**config.mk**
```make
export PLATFORM = sky130hd
export DESIGN_NAME = conv_window3x3
export DESIGN_NICKNAME = d
export VERILOG_FILES = /design/src/rtl/conv_window3x3.sv
export SDC_FILE = /design/constraint.sdc
export NUM_CORES = 1
export LEC_CHECK = 0
export CORE_ASPECT_RATIO = 1.25
export CORE_MARGIN = 2
export CORE_UTILIZATION = 40
export CTS_BUF_LIST = sky130_fd_sc_hd__clkbuf_2 sky130_fd_sc_hd__clkbuf_4 sky130_fd_sc_hd__clkbuf_8
export DETAILED_ROUTE_END_ITERATION = 10
export MAX_ROUTING_LAYER = met4
export SLEW_MARGIN = 30
export SYNTH_ARGS = -nofsm -noshare
export SYNTH_HDL_FRONTEND = slang
export SYNTH_SLANG_ARGS = --single-unit
```
**constraint.sdc**
```tcl
create_clock -name clk -period 4.2 [get_ports clk]
set_input_delay 0.84 -clock clk [delete_from_list [all_inputs] [get_ports clk]]
set_output_delay 0.84 -clock clk [all_outputs]
set_load 0.01 [all_outputs]
```
**src/rtl/conv_window3x3.sv**
```systemverilog
// conv_window3x3: streaming 3x3 window generator over a raster-order padded frame.
// Two line buffers hold the previous two rows. Each accepted pixel shifts the
// column {row-2, row-1, current} into a 3x3 register window. A window is
// flagged valid only when it lies entirely inside one frame and one row.
//
// state | meaning
// ------+----------------------------------------------------------------
// IDLE  | between frames; the next accepted pixel is taken as (0,0)
// FILL  | rows 0..1 of a frame; line buffers are filling, no windows yet
// RUN   | rows 2..IMG_H-1; a window is emitted for every pixel with col >= 2
module conv_window3x3 #(
  parameter int WIDTH = 9,
  parameter int IMG_W = 30,
  parameter int IMG_H = 30
) (
  input  logic               clk,
  input  logic               rst_n,
  input  logic               in_valid,
  input  logic               in_sof,
  input  logic [WIDTH-1:0]   in_data,
  output logic               out_valid,
  output logic [9*WIDTH-1:0] win,
  output logic               out_last,
  output logic               frame_done
);

  localparam int CW = (IMG_W > 1) ? $clog2(IMG_W) : 1;
  localparam int RW = (IMG_H > 1) ? $clog2(IMG_H) : 1;

  typedef enum logic [1:0] {IDLE, FILL, RUN} state_t;

  state_t            state_q, state_d;
  logic [CW-1:0]     col_q, col_d, eff_col;
  logic [RW-1:0]     row_q, row_d, eff_row;
  logic              restart, at_eol, at_eof, win_ok;
  logic [WIDTH-1:0]  tap0, tap1;
  logic [WIDTH-1:0]  lb0 [IMG_W];
  logic [WIDTH-1:0]  lb1 [IMG_W];

  // Position of the pixel being accepted now, next counters and next FSM state.
  // An sof or the first pixel after IDLE is forced to (0,0), which is what
  // throws away any partial frame and keeps stale line data masked.
  always_comb begin
    restart = in_sof || (state_q == IDLE);
    eff_col = restart ? '0 : col_q;
    eff_row = restart ? '0 : row_q;
    at_eol  = (eff_col == CW'(IMG_W - 1));
    at_eof  = at_eol && (eff_row == RW'(IMG_H - 1));
    win_ok  = (eff_row >= RW'(2)) && (eff_col >= CW'(2));
    col_d   = col_q;
    row_d   = row_q;
    state_d = state_q;
    if (in_valid) begin
      if (at_eol) begin
        col_d = '0;
        row_d = at_eof ? '0 : eff_row + RW'(1);
      end else begin
        col_d = eff_col + CW'(1);
        row_d = eff_row;
      end
      if (at_eof)
        state_d = IDLE;
      else if (row_d >= RW'(2))
        state_d = RUN;
      else
        state_d = FILL;
    end
  end

  assign tap1 = lb1[eff_col];
  assign tap0 = lb0[eff_col];

  // FSM state and pixel position counters.
  always_ff @(posedge clk) begin
    if (!rst_n) begin
      state_q <= IDLE;
      col_q   <= '0;
      row_q   <= '0;
    end else begin
      state_q <= state_d;
      col_q   <= col_d;
      row_q   <= row_d;
    end
  end

  // Line buffers: row-1 ages into row-2, the new pixel becomes row-1. No reset needed.
  always_ff @(posedge clk) begin
    if (in_valid) begin
      lb1[eff_col] <= tap0;
      lb0[eff_col] <= in_data;
    end
  end

  // Window shift register and output flags. The window holds while idle.
  always_ff @(posedge clk) begin
    if (!rst_n) begin
      win        <= '0;
      out_valid  <= 1'b0;
      out_last   <= 1'b0;
      frame_done <= 1'b0;
    end else begin
      out_valid  <= in_valid && win_ok;
      out_last   <= in_valid && win_ok && at_eof;
      frame_done <= in_valid && win_ok && at_eof;
      if (in_valid) begin
        for (int r = 0; r < 3; r++) begin
          win[WIDTH*(3*r+0) +: WIDTH] <= win[WIDTH*(3*r+1) +: WIDTH];
          win[WIDTH*(3*r+1) +: WIDTH] <= win[WIDTH*(3*r+2) +: WIDTH];
        end
        win[WIDTH*2 +: WIDTH] <= tap1;
        win[WIDTH*5 +: WIDTH] <= tap0;
        win[WIDTH*8 +: WIDTH] <= in_data;
      end
    end
  end

endmodule

```
# Word-level counts from Yosys, hierarchy flattened
# Memory sizes are Yosys's and may differ from the RTL's. A register that Yosys moved wholly into a read port is not among the register bits.
# Cells that the tools add are included.
# Widths: inputs -> output; s select.
# word_totals
mem_count	2
output_inout_bits	84
ram_bits	540
ff_bits	95
inputBits	13
elab_cells	32
# op_classes
eq_ne	2
muxes	10
n_addsub	2
magnitude_cmp	3
n_reduce_logical	7
# mem_list
memory	words	word_bits	rd	rd_ports_with_merged_regs	write_ports	line	rtl
lb0	30	9	1	0	1	37	logic [WIDTH-1:0] lb0 [IMG_W];
lb1	30	9	1	1	1	38	logic [WIDTH-1:0] lb1 [IMG_W];
# ops
op	n
$mux 5	6
$ge 5x2->1 const B	3
$add 5x1->5 const B	2
$eq 5x5->1 const B	2
$logic_and 1x1->1	4
$mux 2	2
$logic_not 2->1	1
$mux 1	2
$logic_not 1->1	1
$logic_or 1x1->1	1

# Depth between registers and ports, before layout
# depth
ltp_word	11
depth_mapped	13
ltp_nobuf	10

# Least setup slack after synthesis
# OpenSTA, ideal clock, no wires.
# synth_path
path_type	input port to flip-flop
startpoint	input in_sof
endpoint	memory lb0[15][0] (enable)
setup_time_ps	394
path_slack_ps	769
arrival_ps	3037
t_required_ps	3806
stages	8
cell_sequence	o21ba_2 nand2_2 inv_1 buf_2 buf_1 ha_1 nand2_1 nor2_1
# synth_between
elab_chain_cells	2
# synth_lines
item	line	rtl
from (decl)	19	input logic in_sof,
$logic_or 1x1->1	44	restart = in_sof || (state_q == IDLE);
$mux 5	45	eff_col = restart ? '0 : col_q;
to (decl)	37	
# Every way passes these cells.

# Worst setup path in the final report
# layout_path
startpoint	input in_sof
endpoint	memory lb0[14][6] (enable)
# The elaborated chain is that of the path after synthesis.

==> results.md <==
- Clock sinks: 635
- CORE AREA: 0.06328 mm²
- Critical R2R Launch: col_q[1]
- R2R Setup Slk: 1.07 ns
- Syn_nets: 1791
- Total CTS buffers: 92
- Largest net degree at the start of global routing: 78
- Worst hold path class: flop to flop
- Hold Violations, Final: 0
- Area grow syn2layout: 17.34%
- Peak fanout along the critical path: 28
- Synth Flop Type: edfxtp_1
- Detailed-route via count: 16450
- DIE AREA: 0.06604 mm²
- Tot Pwr: 0.01250 W
- Pins over their slew limit: 0
- Crit path launch type: primary input
- Max_cap viols: 0
- Routed WL per cell: 24.67 µm
- Area of the multi-input gates: 0.006923 mm²
- Gpl congestion: 0.8980
- Fillers: 5410
- CTS H-tree depth: 3
- Status: completed
- Initial Util: 0.4045
- Slowest CP cell: clkdlybuf4s50_1
- VDD IR max: 0.2474 mV
- Dominant cell type by area after synthesis: edfxtp_1
- Yosys Warn Count: 0
- Storage cell area: 0.01813 mm²
- Worst-path clk slew: 0.06 ns
- Max Clock Freq: 0.2994 GHz
- Worst Path Arrival: 3.72 ns
- First-pass GRT wire length: 105300 µm
- EDFF count, synth: 540
- Mapped Cells: 1771
- CTS max path bufs: 3
- Unrepaired setup endpoints after global routing: no
- WHS Path Cells: 2
- Chip width: 230.3 µm
- Worst hold path endpoint: win[0]
- Reg2reg end: lb0[14][6]
- Startpoint of the worst hold path: win[0]
- CTS tree: yes
- Net count, final: 1982
- Initial drt markers: 1782
- Synth top cells by count: edfxtp_1 (540), mux2i_1 (119), nand2_1 (108)
- CP Class: primary input to flop
- Count leader, synth: edfxtp_1
- Met3 Usage GRT: 0.03562
- HPWL after detailed placement: 44530 µm
- Top post-synthesis cells by area: edfxtp_1 (63%), dfxtp_1 (7.4%), mux2i_1 (4.7%), mux2_2 (2.4%), nor2b_1 (2.2%)
- Drt first pass iters: 5
- Worst Setup End Kind: flop
- Die Ht: 286.8 µm
- Clk_skew: 0.02796 ns
- Clk root buf: clkbuf_8
- PortBufs: 96
- Slew HR: 0.3412
- Cts repair resizes: 0
- Post-synth ARST share: 0
- Setup_tns: 0 ns
- Cts hold-fix bufs: 0
- Total grt overflow: 0
- Sequential area share after synthesis: 0.7079
- GRT Total Usage: 0.2207
- Minimum clock period: 3.340 ns
- Post-Syn Area: 0.02559 mm²
- Initial antenna violation count: 3
- Number of synthesized register bits: 635
- Critical Path Max Stage Delay: 0.53 ns
- Top-area cell type share of the netlist area: 0.6336
- Slew @ Worst Pin: 0.9633 ns
- Final setup vio count: 0
- Reg2reg path depth: 7
- Rows: 103
- Total Routed Length: 71060 µm
- Leak: 10.00 nW
- GRT met1 Usage: 0.2825
- Post-CTS setup buffers: 0
- Antenna Violating Nets Remaining: 0
- Pwr Density: 416.3 mW/mm²
- Gr busiest metal: met2
- Unique masters post-synth: 79
- WP data required: 4.58 ns
- Number of global-route vias before repair: 16070
- Met2 GRT Util: 0.3563
- Final Cycle Share: 0.7951
- Vias/cell: 5.709
- Drt drc: 0
- Synthesized area per cell: 14.45 µm²
- Layout cell share with drive strength beyond 1: 0.1933
- Critical Path, Cell by Cell: clkdlybuf4s50_1, o21ba_2, nand2_2, inv_1, buf_12, ha_1, nand2_1, nor2_2, buf_4
- I/O pins: 97
- Clock latency on the worst-skew pair: 0.69 ns
routing by layer:
metal | vias to the layer above | part of all wire
met1 | 8300 | 0.41
met2 | 746 | 0.49
met3 | 151 | 0.069
met4 | 0 | 0.030
met5 | - | 0
li1 | 7252 | -
cell usage in the layout (no fill, tap or decap), types with 56 or more instances in the layout:
cell type,instances
a211oi_1,56
nand2_1,108
a21oi_1,105
buf_4,110
clkbuf_8,100
dfxtp_1,92
nor2_1,69
clkdlybuf4s50_1,93
edfxtp_1,540
nor2b_1,91
mux2i_1,119
registers in the layout, indices dropped and copies added (netlist names):
register and flops:
lb1 270, win 81, out_valid 1, lb0 270
row_q 5, col_q 5, state_q 2, frame_done 1
logic make-up (layout without fill, tap and decap cells):
family | Yosys count | after routing | share of synthesized area
compound gates | 388 | 388 | 0.1043
xor+xnor | 1 | 1 | 0.0003423
fa+ha+maj | 7 | 7 | 0.003422
buf+inv | 131 | 398 | 0.02430
flops | 635 | 635 | 0.7079
mux | 178 | 178 | 0.07470
other cells | 0 | 3 | 0
simple gates | 431 | 431 | 0.08511
power by group:
part	switching (W)	internal (W)	leakage (nW)
clock	0.00232	0.00265	0.987
sequential	0.0000443	0.00690	5.66
combinational	0.000383	0.000213	3.36
layout make-up:
type / count / share of cell area
tap: 840 / 0.03499
inverter: 10 / 0.001291
multi-input combinational: 1005 / 0.2305
sequential: 635 / 0.6035
antenna: 3 / 0.0002500
clock inverter: 33 / 0.006874
clock buffer: 137 / 0.05507
timing repair buffer: 218 / 0.06749
metrics by stage:
stage	cell area [µm²]	setup WS (ns)	utilization	hold WS, ns	cells
3_5_place_dp	28170	0.2349	0.4451	0.5049	2708
5_1_grt	30030	0.7869	0.4746	0.5430	2881
2_1_floorplan	25590	0.7694	-	0.4795	1771
4_1_cts	30030	0.9423	0.4745	0.5234	2878
3_3_place_gp	28170	0.2398	0.4452	0.4968	2708
6_report	30030	0.8605	0.4746	0.5132	2881
critical path, delay by kind of cell:
family	cells	cell delay [ns]
buffers and inverters	4	1.32
AOI/OAI and AO/OA	1	0.34
and+or+nand+nor	3	0.98
adders and majority gates	1	0.22
worst max path at each step:
stage | startpoint | endpoint | slack [ns]
6_report | in_sof | lb0[14][6] | 0.86
5_1_grt | in_sof | lb1[27][0] | 0.79
4_1_cts | in_sof | lb1[26][0] | 0.94
3_5_place_dp | in_sof | lb0[14][1] | 0.23
3_3_place_gp | in_sof | lb1[14][7] | 0.24
2_1_floorplan | in_sof | lb0[15][0] | 0.77
Note: power is estimated with default switching activity, not from simulation.
